--- src/rtl/l1_mem_arbiter_pkg.sv ---
// Shared types for the L1 memory arbiter: FSM state encoding, grant owner
// encoding and the round-robin pick used when both L1 caches request.
package l1_mem_arbiter_pkg;

   typedef enum logic [1:0] {
      ARB_IDLE    = 2'd0,
      ARB_SERVE_I = 2'd1,
      ARB_SERVE_D = 2'd2,
      ARB_RELEASE = 2'd3
   } lc3b_arb_state;

   typedef logic lc3b_arb_owner;

   localparam lc3b_arb_owner OWNER_I = 1'b0;
   localparam lc3b_arb_owner OWNER_D = 1'b1;

   // D wins when it is alone, or on a tie when I was the last side served.
   function automatic logic arb_pick_d(input logic          req_i,
                                       input logic          req_d,
                                       input lc3b_arb_owner last_grant);
      return req_d & (~req_i | (last_grant == OWNER_I));
   endfunction

endpackage

--- src/rtl/l1_mem_arbiter_sat_counter.sv ---
// Saturating up-counter for performance monitoring; cleared only by reset.
module l1_mem_arbiter_sat_counter #(
   parameter int WIDTH = 16
)(
   input  logic             clk,
   input  logic             reset,
   input  logic             i_inc,
   output logic [WIDTH-1:0] o_count
);

   logic [WIDTH-1:0] r_count;

   // Count one per inc pulse, holding once every bit is set.
   always_ff @(posedge clk or posedge reset) begin
      if (reset) begin
         r_count <= '0;
      end else if (i_inc && (r_count != {WIDTH{1'b1}})) begin
         r_count <= r_count + WIDTH'(1);
      end else begin
         r_count <= r_count;
      end
   end

   assign o_count = r_count;

endmodule

--- src/rtl/l1_mem_arbiter.sv ---
// Arbiter sharing the single L2 line port between the icache fill path and
// the dcache fill/writeback path. One transaction in flight, no preemption,
// round-robin on simultaneous requests, with a conflict counter for debug.
module l1_mem_arbiter
   import l1_mem_arbiter_pkg::*;
#(
   parameter int ADDR_WIDTH = 16,
   parameter int LINE_WIDTH = 128,
   parameter int CNT_WIDTH  = 16
)(
   input  logic                  clk,
   input  logic                  reset,
   input  logic                  i_mem_read,
   input  logic [ADDR_WIDTH-1:0] i_mem_addr,
   output logic [LINE_WIDTH-1:0] i_mem_rdata,
   output logic                  i_mem_resp,
   input  logic                  d_mem_read,
   input  logic                  d_mem_write,
   input  logic [ADDR_WIDTH-1:0] d_mem_addr,
   input  logic [LINE_WIDTH-1:0] d_mem_wdata,
   output logic [LINE_WIDTH-1:0] d_mem_rdata,
   output logic                  d_mem_resp,
   output logic                  l2_read,
   output logic                  l2_write,
   output logic [ADDR_WIDTH-1:0] l2_addr,
   output logic [LINE_WIDTH-1:0] l2_wdata,
   input  logic [LINE_WIDTH-1:0] l2_rdata,
   input  logic                  l2_resp,
   output logic                  busy,
   output logic [CNT_WIDTH-1:0]  conflict_count
);

   lc3b_arb_state         r_state;
   lc3b_arb_state         w_next_state;
   lc3b_arb_owner         r_last_grant;
   logic                  r_l2_read;
   logic                  r_l2_write;
   logic [ADDR_WIDTH-1:0] r_l2_addr;
   logic [LINE_WIDTH-1:0] r_l2_wdata;
   logic                  w_i_req;
   logic                  w_d_req;
   logic                  w_conflict;
   logic                  w_grant_d;
   logic                  w_i_resp;
   logic                  w_d_resp;
   logic                  w_busy;

   // Request terms, tie detection and the round-robin decision.
   always_comb begin
      w_i_req    = i_mem_read;
      w_d_req    = d_mem_read | d_mem_write;
      w_conflict = (r_state == ARB_IDLE) & w_i_req & w_d_req;
      w_grant_d  = arb_pick_d(w_i_req, w_d_req, r_last_grant);
   end

   // State register; reset abandons any transaction in flight.
   always_ff @(posedge clk or posedge reset) begin
      if (reset) begin
         r_state <= ARB_IDLE;
      end else begin
         r_state <= w_next_state;
      end
   end

   // Next state: grant from IDLE, finish on l2_resp, one idle RELEASE cycle.
   always_comb begin
      w_next_state = r_state;
      case (r_state)
         ARB_IDLE: begin
            if (w_grant_d) begin
               w_next_state = ARB_SERVE_D;
            end else if (w_i_req) begin
               w_next_state = ARB_SERVE_I;
            end else begin
               w_next_state = ARB_IDLE;
            end
         end
         ARB_SERVE_I, ARB_SERVE_D: begin
            if (l2_resp) begin
               w_next_state = ARB_RELEASE;
            end else begin
               w_next_state = r_state;
            end
         end
         ARB_RELEASE: w_next_state = ARB_IDLE;
         default:     w_next_state = ARB_IDLE;
      endcase
   end

   // Latch address/data and raise strobes on grant; drop strobes on l2_resp.
   always_ff @(posedge clk or posedge reset) begin
      if (reset) begin
         r_l2_read    <= 1'b0;
         r_l2_write   <= 1'b0;
         r_l2_addr    <= '0;
         r_l2_wdata   <= '0;
         r_last_grant <= OWNER_I;
      end else begin
         case (r_state)
            ARB_IDLE: begin
               if (w_grant_d) begin
                  r_l2_addr    <= d_mem_addr;
                  r_l2_wdata   <= d_mem_wdata;
                  r_l2_write   <= d_mem_write;
                  r_l2_read    <= ~d_mem_write;
                  r_last_grant <= OWNER_D;
               end else if (w_i_req) begin
                  r_l2_addr    <= i_mem_addr;
                  r_l2_read    <= 1'b1;
                  r_l2_write   <= 1'b0;
                  r_last_grant <= OWNER_I;
               end else begin
                  r_l2_read    <= 1'b0;
                  r_l2_write   <= 1'b0;
               end
            end
            ARB_SERVE_I, ARB_SERVE_D: begin
               if (l2_resp) begin
                  r_l2_read  <= 1'b0;
                  r_l2_write <= 1'b0;
               end else begin
                  r_l2_read  <= r_l2_read;
                  r_l2_write <= r_l2_write;
               end
            end
            default: begin
               r_l2_read  <= 1'b0;
               r_l2_write <= 1'b0;
            end
         endcase
      end
   end

   // Completion pulse goes only to the owner; busy outside IDLE.
   always_comb begin
      w_i_resp = 1'b0;
      w_d_resp = 1'b0;
      w_busy   = 1'b1;
      case (r_state)
         ARB_IDLE:    w_busy   = 1'b0;
         ARB_SERVE_I: w_i_resp = l2_resp;
         ARB_SERVE_D: w_d_resp = l2_resp;
         ARB_RELEASE: w_busy   = 1'b1;
         default:     w_busy   = 1'b1;
      endcase
   end

   l1_mem_arbiter_sat_counter #(
      .WIDTH   (CNT_WIDTH)
   ) u_conflict_cnt (
      .clk     (clk),
      .reset   (reset),
      .i_inc   (w_conflict),
      .o_count (conflict_count)
   );

   assign i_mem_resp  = w_i_resp;
   assign d_mem_resp  = w_d_resp;
   assign i_mem_rdata = l2_rdata;
   assign d_mem_rdata = l2_rdata;
   assign l2_read     = r_l2_read;
   assign l2_write    = r_l2_write;
   assign l2_addr     = r_l2_addr;
   assign l2_wdata    = r_l2_wdata;
   assign busy        = w_busy;

endmodule
--- config.mk ---
export PLATFORM = sky130hd
export DESIGN_NAME = l1_mem_arbiter
export DESIGN_NICKNAME = d
export VERILOG_FILES = /design/src/rtl/l1_mem_arbiter_pkg.sv /design/src/rtl/l1_mem_arbiter_sat_counter.sv /design/src/rtl/l1_mem_arbiter.sv
export SDC_FILE = /design/constraint.sdc
export NUM_CORES = 1
export LEC_CHECK = 0
export CAP_MARGIN = 5
export CORE_AREA = 4 4 276 278
export CTS_BUF_LIST = sky130_fd_sc_hd__clkbuf_8
export DETAILED_ROUTE_END_ITERATION = 6
export DIE_AREA = 0 0 280 282
export PLACE_DENSITY = 0.41
export SYNTH_ARGS = -nofsm -noshare
export SYNTH_HDL_FRONTEND = slang
export SYNTH_HIERARCHICAL = 1
export SYNTH_SLANG_ARGS = --single-unit
--- constraint.sdc ---
create_clock -name clk -period 7.45 [get_ports clk]
set_clock_uncertainty 0.05 [all_clocks]
set_input_delay 2.235 -clock clk [delete_from_list [all_inputs] [get_ports clk]]
set_output_delay 2.235 -clock clk [all_outputs]
set_load 0.03 [all_outputs]
# Word level (Yosys, flattened, before mapping)
# Cells that the tools add are included.
[word_totals] register_bits=165 input_bits=294 elab_cells=44
[op_classes] n_addsub=1 eq_ne=5 muxes=17 bitwise_logic=8 n_reduce_logical=6
[ops] operator="$mux 16" n=2
[ops] operator="$add 16x1->16 const B" n=1
[ops] operator="$ne 16x16->1 const B" n=1
[ops] operator="$mux 1" n=10
[ops] operator="$pmux 2 s3" n=1
[ops] operator="$eq 2x2->1 const B" n=2
[ops] operator="$mux 2" n=2
[ops] operator="$pmux 1 s2" n=2
[ops] operator="$reduce_and 2->1" n=2
[ops] operator="$and 1x1->1" n=3
[ops] operator="$not 1->1" n=3
[ops] operator="$eq 2x1->1 const B" n=1
[ops] operator="$logic_not 2->1" n=1
[ops] operator="$ne 2x2->1 const B" n=1
[ops] operator="$or 1x1->1" n=2
[ops] operator="$reduce_bool 2->1" n=1
[ops] operator="$reduce_or 2->1" n=1
[ops] operator="$logic_and 1x1->1" n=1

# Depth between registers and ports, before layout
# Gate-level depths: netlist of run 1.
[logic_depth] word_depth=5 depth_mapped=7 depth_no_buf=7

# Hierarchy
# The synthesis of run 1 kept the hierarchy.
[by_module_without_submodules] mod="l1_mem_arbiter" n_inst=1 cells_per_inst=632 area_each_um2=7751.2 seq_area_each_um2=3728.6
[by_module_without_submodules] mod="l1_mem_arbiter_sat_counter" n_inst=1 cells_per_inst=71 area_each_um2=805.8 seq_area_each_um2=400.4

# Least setup slack after synthesis of run 1
# OpenSTA, ideal clock, no wires.
[synth_timing] path_kind="in2out" start="input l2_resp" end="output d_mem_resp" t_arrival_ns=2.516 required_ns=5.165 setup_slack_ns=2.649 stages=1 path_buffers=0 path_cell_list="and2_1"
[synth_between] elab_chain_cells=1
[synth_rtl] item="start: declaration" line="l1_mem_arbiter.sv:28" text="input logic l2_resp,"
[synth_rtl] item="$mux 1" line="l1_mem_arbiter.sv:139" text="case (r_state)"
[synth_rtl] item="end: declaration" line="l1_mem_arbiter.sv:22" text="output logic d_mem_resp,"
# No other way between the ends.

# Final worst setup path of run 1
[layout_timing] start="input l2_resp" end="output i_mem_resp"
[layout_between] elab_chain_cells=1
[layout_rtl] item="$mux 1" line="l1_mem_arbiter.sv:139"
[layout_rtl] item="end: declaration" line="l1_mem_arbiter.sv:16" text="output logic i_mem_resp,"
# No other way between the ends.

==> metrics.txt, run 1 <==
# TYPE chip_impl_metric gauge
chip_impl_info{name="worstSetupPathType",value="input pin to primary output"} 1
chip_impl_metric{name="powerDensity",unit="mW/mm^2"} 427
chip_impl_metric{name="design.core.area",unit="sq mm"} 0.0739
chip_impl_metric{name="areaGrowthSynthToFinish",unit="%"} 34.5
chip_impl_metric{name="yosysUniqueCellTypes",unit=""} 36
chip_impl_metric{name="syn-num-nets",unit=""} 1002
chip_impl_metric{name="crit_path_dat",unit="ns"} 3.61
chip_impl_metric{name="buffer_ports.inserted",unit=""} 330
chip_impl_metric{name="max_cap_viol_count",unit=""} 0
chip_impl_metric{name="cts-hold-fix-buffers",unit=""} 0
chip_impl_metric{name="max_slew_margin",unit=""} 0.245
chip_impl_metric{name="setup_viol_count_final",unit=""} 0
chip_impl_metric{name="total_die_area",unit="sq mm"} 0.0790
chip_impl_metric{name="post_layout_minimum_cycle_time",unit="ns"} 5.90
chip_impl_metric{name="irDropWorstVdd",unit="mV"} 0.178
chip_impl_metric{name="dr_total_vias",unit=""} 5070
chip_impl_metric{name="detail_route.wirelength",unit="mm"} 24.9
chip_impl_info{name="ctsRootBufferMaster",value="clkbuf_8"} 1
chip_impl_metric{name="grt_max_degree",unit=""} 82
chip_impl_metric{name="final_setup_slack_of_the_worst_path",unit="ns"} 1.55
chip_impl_info{name="layout.cells.most_common",value="clkdlybuf4s50_1"} 1
chip_impl_metric{name="nNetsFinal",unit=""} 1080
chip_impl_metric{name="cts.reportedPaths.clkPinSlew",unit="ns"} 0.09
chip_impl_metric{name="floorplan.io_pins",unit=""} 715
chip_impl_info{name="grt_setup_unrepaired",value="no"} 1
chip_impl_metric{name="cts_htree_levels",unit=""} 4
chip_impl_metric{name="wire_per_inst",unit="um"} 14.1
chip_impl_metric{name="static-leakage-power",unit="nW"} 4.45
chip_impl_metric{name="initial_antenna_violation_count",unit=""} 2
chip_impl_metric{name="track_usage",unit=""} 0.0621
chip_impl_metric{name="firstDrtPassIters",unit=""} 4
chip_impl_metric{name="synth_enable_flop_cells",unit=""} 0
chip_impl_metric{name="cts.repair_timing.setup_buffer_count",unit=""} 0
chip_impl_metric{name="synthesis.area",unit="sq mm"} 0.00856
chip_impl_metric{name="drt-initial-drc-count",unit=""} 107
chip_impl_metric{name="syn_avg_cell_area",unit="sq um"} 12.2
chip_impl_info{name="worst_setup_path_start_kind",value="input pin"} 1
chip_impl_metric{name="synth.ff_latch_count",unit=""} 165
chip_impl_metric{name="post_synth_inst_count",unit=""} 703
chip_impl_metric{name="min_period_over_period",unit=""} 0.792
chip_impl_metric{name="chipHeight",unit="um"} 282
chip_impl_metric{name="floorplan.initialDensity",unit=""} 0.116
chip_impl_metric{name="grt.overflow.total",unit=""} 0
chip_impl_metric{name="cts.sink_count",unit=""} 165
chip_impl_metric{name="place_congestion",unit=""} 0.669
chip_impl_metric{name="timing_max_transition_violations_final",unit=""} 0
chip_impl_info{name="holdCritPathClass",value="flop to flop"} 1
chip_impl_metric{name="place.detailed.hpwl",unit="mm"} 18.7
chip_impl_metric{name="crit_required",unit="ns"} 5.16
chip_impl_metric{name="antenna_left",unit=""} 0
chip_impl_metric{name="post-place-ws",unit="ns"} 1.55
chip_impl_metric{name="clock_insertion_delay_worst_skew",unit="ns"} 0.55
chip_impl_metric{name="wire_length_of_the_first_global_routing_pass",unit="mm"} 35.5
chip_impl_metric{name="finalPower",unit="mW"} 4.91
chip_impl_info{name="tritoncts",value="built"} 1
chip_impl_metric{name="first_global_vias",unit=""} 5409
chip_impl_metric{name="post_cts_resize_count",unit=""} 0
chip_impl_metric{name="yosys_warnings",unit=""} 6
chip_impl_info{name="layout_common_cells",value="330 x clkdlybuf4s50_1, 165 x dfrtp_1, 109 x mux2_1, 26 x nand2_1, 22 x mux2_2"} 1
chip_impl_metric{name="timing.critical_path.fanout_max",unit=""} 5
chip_impl_metric{name="setup_total_negative_slack",unit="ns"} 0
chip_impl_info{name="critical_path.endpoint_type",value="primary output"} 1
chip_impl_metric{name="floorplan.rows",unit=""} 100
chip_impl_info{name="ys.flop_type",value="dfrtp_1"} 1
chip_impl_metric{name="finalHoldViolations",unit=""} 0
chip_impl_metric{name="synth-async-reset-ratio",unit=""} 1.00
chip_impl_metric{name="post_route_cells_drive_above_1_share",unit=""} 0.0869
chip_impl_metric{name="post_drt_via_cell_ratio",unit=""} 2.87
chip_impl_metric{name="clock.fmax",unit="MHz"} 170
chip_impl_metric{name="worst_pin_slew",unit="ns"} 1.13
chip_impl_metric{name="fillCellCount",unit=""} 8171
chip_impl_metric{name="die_x",unit="um"} 280
chip_impl_metric{name="cts_bufs_inserted",unit=""} 17
chip_impl_metric{name="max-clock-path-buffers",unit=""} 2
chip_impl_metric{name="detail_route.drc_violations",unit=""} 0
chip_impl_info{name="outcome",value="completed"} 1
chip_impl_metric{name="ys_seq_area_frac",unit=""} 0.483
-- synthesized netlist by cell type, drive strengths merged, types with 3 or more instances --
cell,n,share of area
buf,274,0.24
dfrtp,165,0.48
mux2,131,0.17
nand2,27,0.012
o21ai,18,0.011
mux2i,17,0.020
xnor2,11,0.011
nand3,8,0.0047
nand4,8,0.0083
inv,7,0.0031
and3,5,0.0038
ha,5,0.0073
nor2,5,0.0022
and4,4,0.0042
a21oi,3,0.0018
and2,3,0.0022
-- logic make-up after synthesis --
| family | after synthesis | share of synthesized area |
|---|---|---|
| AOI/OAI and AO/OA | 29 | 0.0212 |
| xor gates and xnor gates | 11 | 0.0113 |
| adders and majority gates | 5 | 0.00731 |
| buffers and inverters | 282 | 0.244 |
| DFF | 165 | 0.483 |
| muxes | 148 | 0.192 |
| and+or+nand+nor | 63 | 0.0415 |
-- critical path, stage by stage --
cell and delay (ns):
clkdlybuf4s50_1 0.54, and2_1 0.16, clkdlybuf4s50_1 0.67
-- where the power goes --
part	leakage, nW	internal [mW]	switching (mW)
Combinational	2.26	1.17	1.48
Sequential	1.98	1.33	0.229
Clock	0.207	0.257	0.450
-- final timing paths --
kind	end	startpoint	cells past startpoint	slack [ns]
setup reg to reg	u_conflict_cnt/o_count[14]	r_state[0]	7	5.12
hold / removal	l2_addr[12]	l2_addr[12]	2	0.44
hold reg to reg	l2_addr[12]	l2_addr[12]	2	0.44
setup / recovery	i_mem_resp	l2_resp	3	1.55
min in group asynchronous	l2_wdata[23]	reset	2	2.11
max in group asynchronous	l2_addr[8]	reset	3	4.33
-- stage by stage --
stage,area (sq um),hold slack [ns],utilization,std cells
finish,11500,0.438,0.156,1765
global route,11500,0.459,0.156,1764
CTS,11500,0.446,0.156,1763
detailed placement,11100,0.425,0.150,1731
global placement,11100,0.415,0.150,1731
floorplan,8560,0.420,-,703
-- cell type report --
class | count | area (sq um) | share of cell area
inverters | 7 | 31.3 | 0.00272
multi-input cells | 256 | 2360 | 0.205
well taps | 969 | 1210 | 0.105
repair buffers | 334 | 3360 | 0.292
diodes | 2 | 5.00 | 0.000435
clock inverters | 15 | 174 | 0.0151
flip-flops and latches | 165 | 4130 | 0.359
clock buffers | 17 | 234 | 0.0203
-- state kept, by name, summed over array words and instances (netlist names) --
name,cells
l2_wdata,128
l2_write,1
r_state,2
l2_addr,16
u_conflict_cnt/o_count,16
r_last_grant,1
l2_read,1
-- metal layers --
layer / share of wire / track usage
met1: 0.36 / 0.0622
met2: 0.44 / 0.0901
met5: 0.0014 / 0.00358
met4: 0.049 / 0.0399
met3: 0.15 / 0.0474
(Power assumes the default switching activity.)
==> run 2: changes to the inputs <==
--- a/config.mk
+++ b/config.mk
@@ -6,11 +6,11 @@
 export NUM_CORES = 1
 export LEC_CHECK = 0
 export CAP_MARGIN = 5
-export CORE_AREA = 4 4 276 278
+export CORE_AREA = 4 4 277 279
 export CTS_BUF_LIST = sky130_fd_sc_hd__clkbuf_8
 export DETAILED_ROUTE_END_ITERATION = 6
-export DIE_AREA = 0 0 280 282
-export PLACE_DENSITY = 0.41
+export DIE_AREA = 0 0 281 283
+export PLACE_DENSITY = 0.42
 export SYNTH_ARGS = -nofsm -noshare
 export SYNTH_HDL_FRONTEND = slang
 export SYNTH_HIERARCHICAL = 1
==> constraint.sdc (replaced) <==
create_clock -name clk -period 5.4 [get_ports clk]
set_clock_uncertainty 0.05 [all_clocks]
set_input_delay 1.62 -clock clk [delete_from_list [all_inputs] [get_ports clk]]
set_output_delay 1.62 -clock clk [all_outputs]
set_load 0.03 [all_outputs]
==> run 2 against run 1 <==
First-iteration DRC count increased by 53%. Hold slack better by 0.0018 ns. Critical path depth unchanged. Sequential share of layout area down 0.27 points. Worst setup slack got worse by 0.80 ns. Wire length increased by 0.24%. Via count increased by 0.47%. Global-route usage about the same. Clock-buffer cell count stayed put. Critical path type unchanged. Largest cell class unchanged.
==> metrics.txt, run 2 (synthesis gave the netlist of run 1 again) <==
# TYPE chip_impl_metric gauge
chip_impl_info{name="outcome",value="completed"} 1
chip_impl_metric{name="place.detailed.hpwl",unit="mm"} 18.8
chip_impl_metric{name="floorplan.rows",unit=""} 100
chip_impl_metric{name="first_global_vias",unit=""} 5740
chip_impl_metric{name="post-place-cells",unit=""} 1736
chip_impl_metric{name="post_route_cells_drive_above_1_share",unit=""} 0.0926
chip_impl_metric{name="max-clock-path-buffers",unit=""} 2
chip_impl_metric{name="design.core.area",unit="sq mm"} 0.0742
chip_impl_metric{name="post_drt_via_cell_ratio",unit=""} 2.88
chip_impl_metric{name="powerDensity",unit="mW/mm^2"} 590
chip_impl_metric{name="chipHeight",unit="um"} 283
chip_impl_metric{name="worst_pin_slew",unit="ns"} 0.830
chip_impl_metric{name="timing_max_transition_violations_final",unit=""} 0
chip_impl_metric{name="dr_total_vias",unit=""} 5094
chip_impl_info{name="worstSetupPathType",value="input pin to primary output"} 1
chip_impl_metric{name="cts-hold-fix-buffers",unit=""} 0
chip_impl_metric{name="static-leakage-power",unit="nW"} 4.49
chip_impl_metric{name="finalPower",unit="mW"} 6.84
chip_impl_metric{name="max_slew_margin",unit=""} 0.447
chip_impl_metric{name="post_cts_resize_count",unit=""} 0
chip_impl_metric{name="worst-r2r-setup-slack",unit="ns"} 3.07
chip_impl_metric{name="initial_antenna_violation_count",unit=""} 1
chip_impl_metric{name="cts.repair_timing.setup_buffer_count",unit=""} 0
chip_impl_metric{name="hold_slack",unit="ns"} 0.440
chip_impl_metric{name="clock.fmax",unit="MHz"} 215
chip_impl_metric{name="wire_length_of_the_first_global_routing_pass",unit="mm"} 36.4
chip_impl_metric{name="crit_required",unit="ns"} 3.73
chip_impl_metric{name="wire_per_inst",unit="um"} 14.1
chip_impl_metric{name="antenna_left",unit=""} 0
chip_impl_metric{name="floorplan.initialDensity",unit=""} 0.115
chip_impl_info{name="holdCritPathClass",value="flop to flop"} 1
chip_impl_metric{name="cts_htree_levels",unit=""} 4
chip_impl_info{name="layout.cells.most_common",value="clkdlybuf4s50_1"} 1
chip_impl_metric{name="crit_path_dat",unit="ns"} 2.98
chip_impl_info{name="ctsRootBufferMaster",value="clkbuf_8"} 1
chip_impl_metric{name="max_cap_viol_count",unit=""} 0
chip_impl_info{name="critical_path.endpoint_type",value="primary output"} 1
chip_impl_info{name="worst_setup_path_start_kind",value="input pin"} 1
chip_impl_metric{name="final_core_util",unit=""} 0.156
chip_impl_metric{name="place_congestion",unit=""} 0.664
chip_impl_metric{name="finalHoldViolations",unit=""} 0
chip_impl_metric{name="max_reg_flops",unit=""} 128
chip_impl_metric{name="die_x",unit="um"} 281
chip_impl_metric{name="clock_insertion_delay_worst_skew",unit="ns"} 0.53
chip_impl_metric{name="detail_route.wirelength",unit="mm"} 25.0
chip_impl_metric{name="grt_max_degree",unit=""} 59
chip_impl_info{name="layout_common_cells",value="330 x clkdlybuf4s50_1, 165 x dfrtp_1, 109 x mux2_1, 26 x nand2_1, 22 x mux2_2"} 1
chip_impl_metric{name="firstDrtPassIters",unit=""} 4
chip_impl_metric{name="areaGrowthSynthToFinish",unit="%"} 35.5
chip_impl_metric{name="track_usage",unit=""} 0.0618
chip_impl_metric{name="post_layout_minimum_cycle_time",unit="ns"} 4.65
chip_impl_metric{name="cts_bufs_inserted",unit=""} 17
chip_impl_metric{name="fillCellCount",unit=""} 8189
chip_impl_metric{name="setup_viol_count_final",unit=""} 0
chip_impl_metric{name="floorplan.io_pins",unit=""} 715
chip_impl_metric{name="setup_total_negative_slack",unit="ns"} 0
chip_impl_info{name="tritoncts",value="built"} 1
chip_impl_info{name="grt_setup_unrepaired",value="no"} 1
chip_impl_metric{name="irDropWorstVdd",unit="mV"} 0.199
chip_impl_metric{name="cts.reportedPaths.clkPinSlew",unit="ns"} 0.12
chip_impl_metric{name="cts.sink_count",unit=""} 165
chip_impl_metric{name="total_die_area",unit="sq mm"} 0.0795
chip_impl_metric{name="timing.critical_path.fanout_max",unit=""} 5
chip_impl_metric{name="nNetsFinal",unit=""} 1085
chip_impl_metric{name="detail_route.drc_violations",unit=""} 0
chip_impl_metric{name="grt.overflow.total",unit=""} 0
chip_impl_metric{name="min_period_over_period",unit=""} 0.860
chip_impl_metric{name="buffer_ports.inserted",unit=""} 330
chip_impl_metric{name="layoutNonFillerInstCount",unit=""} 1769
chip_impl_metric{name="drt-initial-drc-count",unit=""} 164
-- run 2: worst max-delay path: stages --
cell	delay (ns)
clkdlybuf4s50_1	0.53
and2_1	0.15
clkdlybuf4s50_1	0.67
-- run 2: path summary, 6_finish.rpt --
path                                  from                          to  cells after the start
max in group asynchronous            reset                l2_wdata[99]                      3
min in group asynchronous            reset   u_conflict_cnt/o_count[5]                      2
worst min register to register  l2_addr[6]                  l2_addr[6]                      2
worst min-delay path            l2_addr[6]                  l2_addr[6]                      2
worst max register to register  r_state[0]  u_conflict_cnt/o_count[14]                      7
worst max-delay path               l2_resp                  d_mem_resp                      3
-- run 2: layer usage --
metal,track usage,vias to the layer above,wire (um)
li1,-,2265,-
met1,0.0595,2367,8740
met2,0.0922,389,10900
met3,0.0462,73,4070
met4,0.0403,0,1250
met5,0.00488,-,0
-- run 2: final cells by class --
type / instances / area, sq um / share of cell area
Antenna cell: 1 / 2.50 / 0.000216
Clock buffer: 17 / 234 / 0.0202
Clock inverter: 15 / 203 / 0.0175
Inverter: 7 / 30.0 / 0.00259
Multi-Input combinational cell: 256 / 2360 / 0.204
Sequential cell: 165 / 4130 / 0.356
Tap cell: 969 / 1210 / 0.105
Timing Repair Buffer: 339 / 3420 / 0.295
-- run 2: report_power, final --
group | total (mW) | internal, mW | leakage (nW) | switching (mW)
logic | 3.67 | 1.63 | 2.29 | 2.04
clock network | 1.01 | 0.401 | 0.218 | 0.613
registers | 2.16 | 1.83 | 1.98 | 0.326
total | 6.84 | 3.86 | 4.49 | 2.97
-- run 2: per-stage QoR --
step	setup slack (ns)	area, sq um
4_1_cts	0.742	11600
3_3_place_gp	0.746	11200
5_1_grt	0.706	11600
2_1_floorplan	1.83	8560
3_5_place_dp	0.753	11200
6_report	0.755	11600
==> run 3: changes to the inputs <==
--- a/config.mk
+++ b/config.mk
@@ -5,7 +5,7 @@
 export SDC_FILE = /design/constraint.sdc
 export NUM_CORES = 1
 export LEC_CHECK = 0
-export CAP_MARGIN = 5
+export CAP_MARGIN = 40
 export CORE_AREA = 4 4 277 279
 export CTS_BUF_LIST = sky130_fd_sc_hd__clkbuf_8
 export DETAILED_ROUTE_END_ITERATION = 6
==> run 3 against run 2 <==
Register-to-register slack got worse by 0.02 ns. Global-route usage barely moved. Design area fell by 0.23%. Sequential cell count did not move. Non-clock buffer count rose by 1. Wire length barely moved. Hold slack barely moved. Largest cell class unchanged.
==> metrics.txt, run 3 (synthesis gave the netlist of run 1 again) <==
# TYPE chip_impl_metric gauge
chip_impl_info{name="critical_path.endpoint_type",value="primary output"} 1
chip_impl_metric{name="firstDrtPassIters",unit=""} 4
chip_impl_metric{name="drt-initial-drc-count",unit=""} 114
chip_impl_metric{name="timing_max_transition_violations_final",unit=""} 0
chip_impl_metric{name="grt.overflow.total",unit=""} 0
chip_impl_metric{name="cts_htree_levels",unit=""} 4
chip_impl_metric{name="antenna_left",unit=""} 0
chip_impl_metric{name="met1_usage",unit=""} 0.0602
chip_impl_metric{name="cts.reportedPaths.clkPinSlew",unit="ns"} 0.11
chip_impl_metric{name="cts.sink_count",unit=""} 165
chip_impl_info{name="holdCritPathClass",value="flop to flop"} 1
chip_impl_metric{name="max-clock-path-buffers",unit=""} 2
chip_impl_metric{name="cts.repair_timing.setup_buffer_count",unit=""} 0
chip_impl_metric{name="stdcell_area",unit="sq mm"} 0.0116
chip_impl_info{name="cp_common_cell",value="clkdlybuf4s50_1"} 1
chip_impl_metric{name="r2r_cells",unit=""} 7
chip_impl_info{name="worstSetupPathType",value="input pin to primary output"} 1
chip_impl_metric{name="timing.critical_path.fanout_max",unit=""} 5
chip_impl_metric{name="powerDensity",unit="mW/mm^2"} 586
chip_impl_metric{name="cts-hold-fix-buffers",unit=""} 0
chip_impl_metric{name="areaGrowthSynthToFinish",unit="%"} 35.2
chip_impl_metric{name="wire_per_inst",unit="um"} 14.1
chip_impl_metric{name="setup_viol_count_final",unit=""} 0
chip_impl_metric{name="finalHoldViolations",unit=""} 0
chip_impl_info{name="top_usage_layer",value="met2"} 1
chip_impl_metric{name="grt_max_degree",unit=""} 59
chip_impl_metric{name="die_x",unit="um"} 281
chip_impl_metric{name="chipHeight",unit="um"} 283
chip_impl_metric{name="buffer_ports.inserted",unit=""} 330
chip_impl_metric{name="floorplan.initialDensity",unit=""} 0.115
chip_impl_info{name="layout.cells.most_common",value="clkdlybuf4s50_1"} 1
chip_impl_metric{name="finalPower",unit="mW"} 6.78
chip_impl_metric{name="place_congestion",unit=""} 0.664
chip_impl_info{name="ctsRootBufferMaster",value="clkbuf_8"} 1
chip_impl_metric{name="first_global_vias",unit=""} 5669
chip_impl_metric{name="initial_antenna_violation_count",unit=""} 0
chip_impl_metric{name="post_route_cells_drive_above_1_share",unit=""} 0.0938
chip_impl_metric{name="antenna_diode_instance_count",unit=""} 0
chip_impl_info{name="grt_setup_unrepaired",value="no"} 1
chip_impl_metric{name="max_slew_margin",unit=""} 0.508
chip_impl_info{name="tritoncts",value="built"} 1
chip_impl_metric{name="min_period_over_period",unit=""} 0.861
chip_impl_metric{name="total_die_area",unit="sq mm"} 0.0795
chip_impl_metric{name="design.core.area",unit="sq mm"} 0.0742
chip_impl_metric{name="dr_total_vias",unit=""} 5120
chip_impl_metric{name="floorplan.io_pins",unit=""} 715
chip_impl_metric{name="max_cap_viol_count",unit=""} 0
chip_impl_metric{name="hold_path_depth",unit=""} 2
chip_impl_metric{name="detailed_place.area",unit="sq mm"} 0.0112
chip_impl_metric{name="max_reg_flops",unit=""} 128
chip_impl_info{name="worst_setup_path_start_kind",value="input pin"} 1
chip_impl_info{name="outcome",value="completed"} 1
chip_impl_metric{name="detail_route.drc_violations",unit=""} 0
chip_impl_metric{name="met2_usage",unit=""} 0.0917
chip_impl_metric{name="floorplan.rows",unit=""} 100
chip_impl_metric{name="detail_route.wirelength",unit="mm"} 25.0
chip_impl_metric{name="use_met3",unit=""} 0.0456
chip_impl_metric{name="setup_total_negative_slack",unit="ns"} 0
chip_impl_metric{name="cp_slowest_stage_delay",unit="ns"} 0.68
chip_impl_metric{name="worst_pin_slew",unit="ns"} 0.734
chip_impl_metric{name="clock_insertion_delay_worst_skew",unit="ns"} 0.55
chip_impl_metric{name="post_cts_resize_count",unit=""} 0
chip_impl_metric{name="place.detailed.hpwl",unit="mm"} 18.9
chip_impl_metric{name="static-leakage-power",unit="nW"} 4.48
chip_impl_metric{name="wire_length_of_the_first_global_routing_pass",unit="mm"} 36.1
chip_impl_info{name="layout_common_cells",value="330 x clkdlybuf4s50_1, 165 x dfrtp_1, 109 x mux2_1, 26 x nand2_1, 22 x mux2_2"} 1
chip_impl_info{name="cp_cell_sequence",value="clkdlybuf4s50_1 -> and2_1 -> clkdlybuf4s50_1"} 1
chip_impl_metric{name="track_usage",unit=""} 0.0616
chip_impl_metric{name="irDropWorstVdd",unit="mV"} 0.216
chip_impl_metric{name="clock.fmax",unit="MHz"} 215
chip_impl_metric{name="crit_path_dat",unit="ns"} 2.98
chip_impl_metric{name="final_core_util",unit=""} 0.156
chip_impl_info{name="critical_path.slowest_cell",value="clkdlybuf4s50_1"} 1
chip_impl_metric{name="crit_required",unit="ns"} 3.73
chip_impl_metric{name="post_drt_via_cell_ratio",unit=""} 2.89
chip_impl_metric{name="post_layout_minimum_cycle_time",unit="ns"} 4.65
chip_impl_metric{name="nNetsFinal",unit=""} 1086
chip_impl_metric{name="cts_bufs_inserted",unit=""} 17
-- run 3: power breakdown --
group	switching, mW	internal (mW)
Combinational	2.05	1.63
Clock	0.601	0.347
Sequential	0.319	1.83
Total	2.97	3.81
-- run 3: stage by stage --
| step | std cells | worst slack (ns) | hold WS (ns) |
|---|---|---|---|
| 4_1_cts | 1769 | 0.741 | 0.451 |
| 5_1_grt | 1769 | 0.712 | 0.459 |
| 6_report | 1769 | 0.751 | 0.440 |
| 2_1_floorplan | 703 | 1.83 | 0.420 |
| 3_3_place_gp | 1736 | 0.746 | 0.415 |
| 3_5_place_dp | 1737 | 0.752 | 0.420 |
-- run 3: worst paths after layout --
check	from	to	slack, ns
hold reg to reg	l2_addr[5]	l2_addr[5]	0.44
max in group asynchronous	reset	l2_wdata[96]	3.16
hold / removal	l2_addr[5]	l2_addr[5]	0.44
min in group asynchronous	reset	l2_write	1.28
setup reg to reg	r_state[1]	u_conflict_cnt/o_count[14]	3.05
setup / recovery	l2_resp	i_mem_resp	0.75
-- run 3: cell type report --
cell class	instances	area, sq um
Inverter	7	30.0
Clock buffer	17	234
Timing Repair Buffer	340	3440
Tap cell	969	1210
Clock inverter	15	159
Sequential cell	165	4130
Fill cell	8235	62600
Multi-Input combinational cell	256	2360
-- run 3: per-layer routing --
metal | wire (um) | part of all wire | up-vias
met3 | 3930 | 0.16 | 72
met4 | 1250 | 0.050 | 0
met2 | 10800 | 0.43 | 381
met1 | 8960 | 0.36 | 2412
met5 | 0 | 0 | -
li1 | - | - | 2255
-- run 3: worst max-delay path, delay by kind of cell --
kind | cells | cell delay (ns)
buffers and inverters | 2 | 1.21
and+or+nand+nor | 1 | 0.15
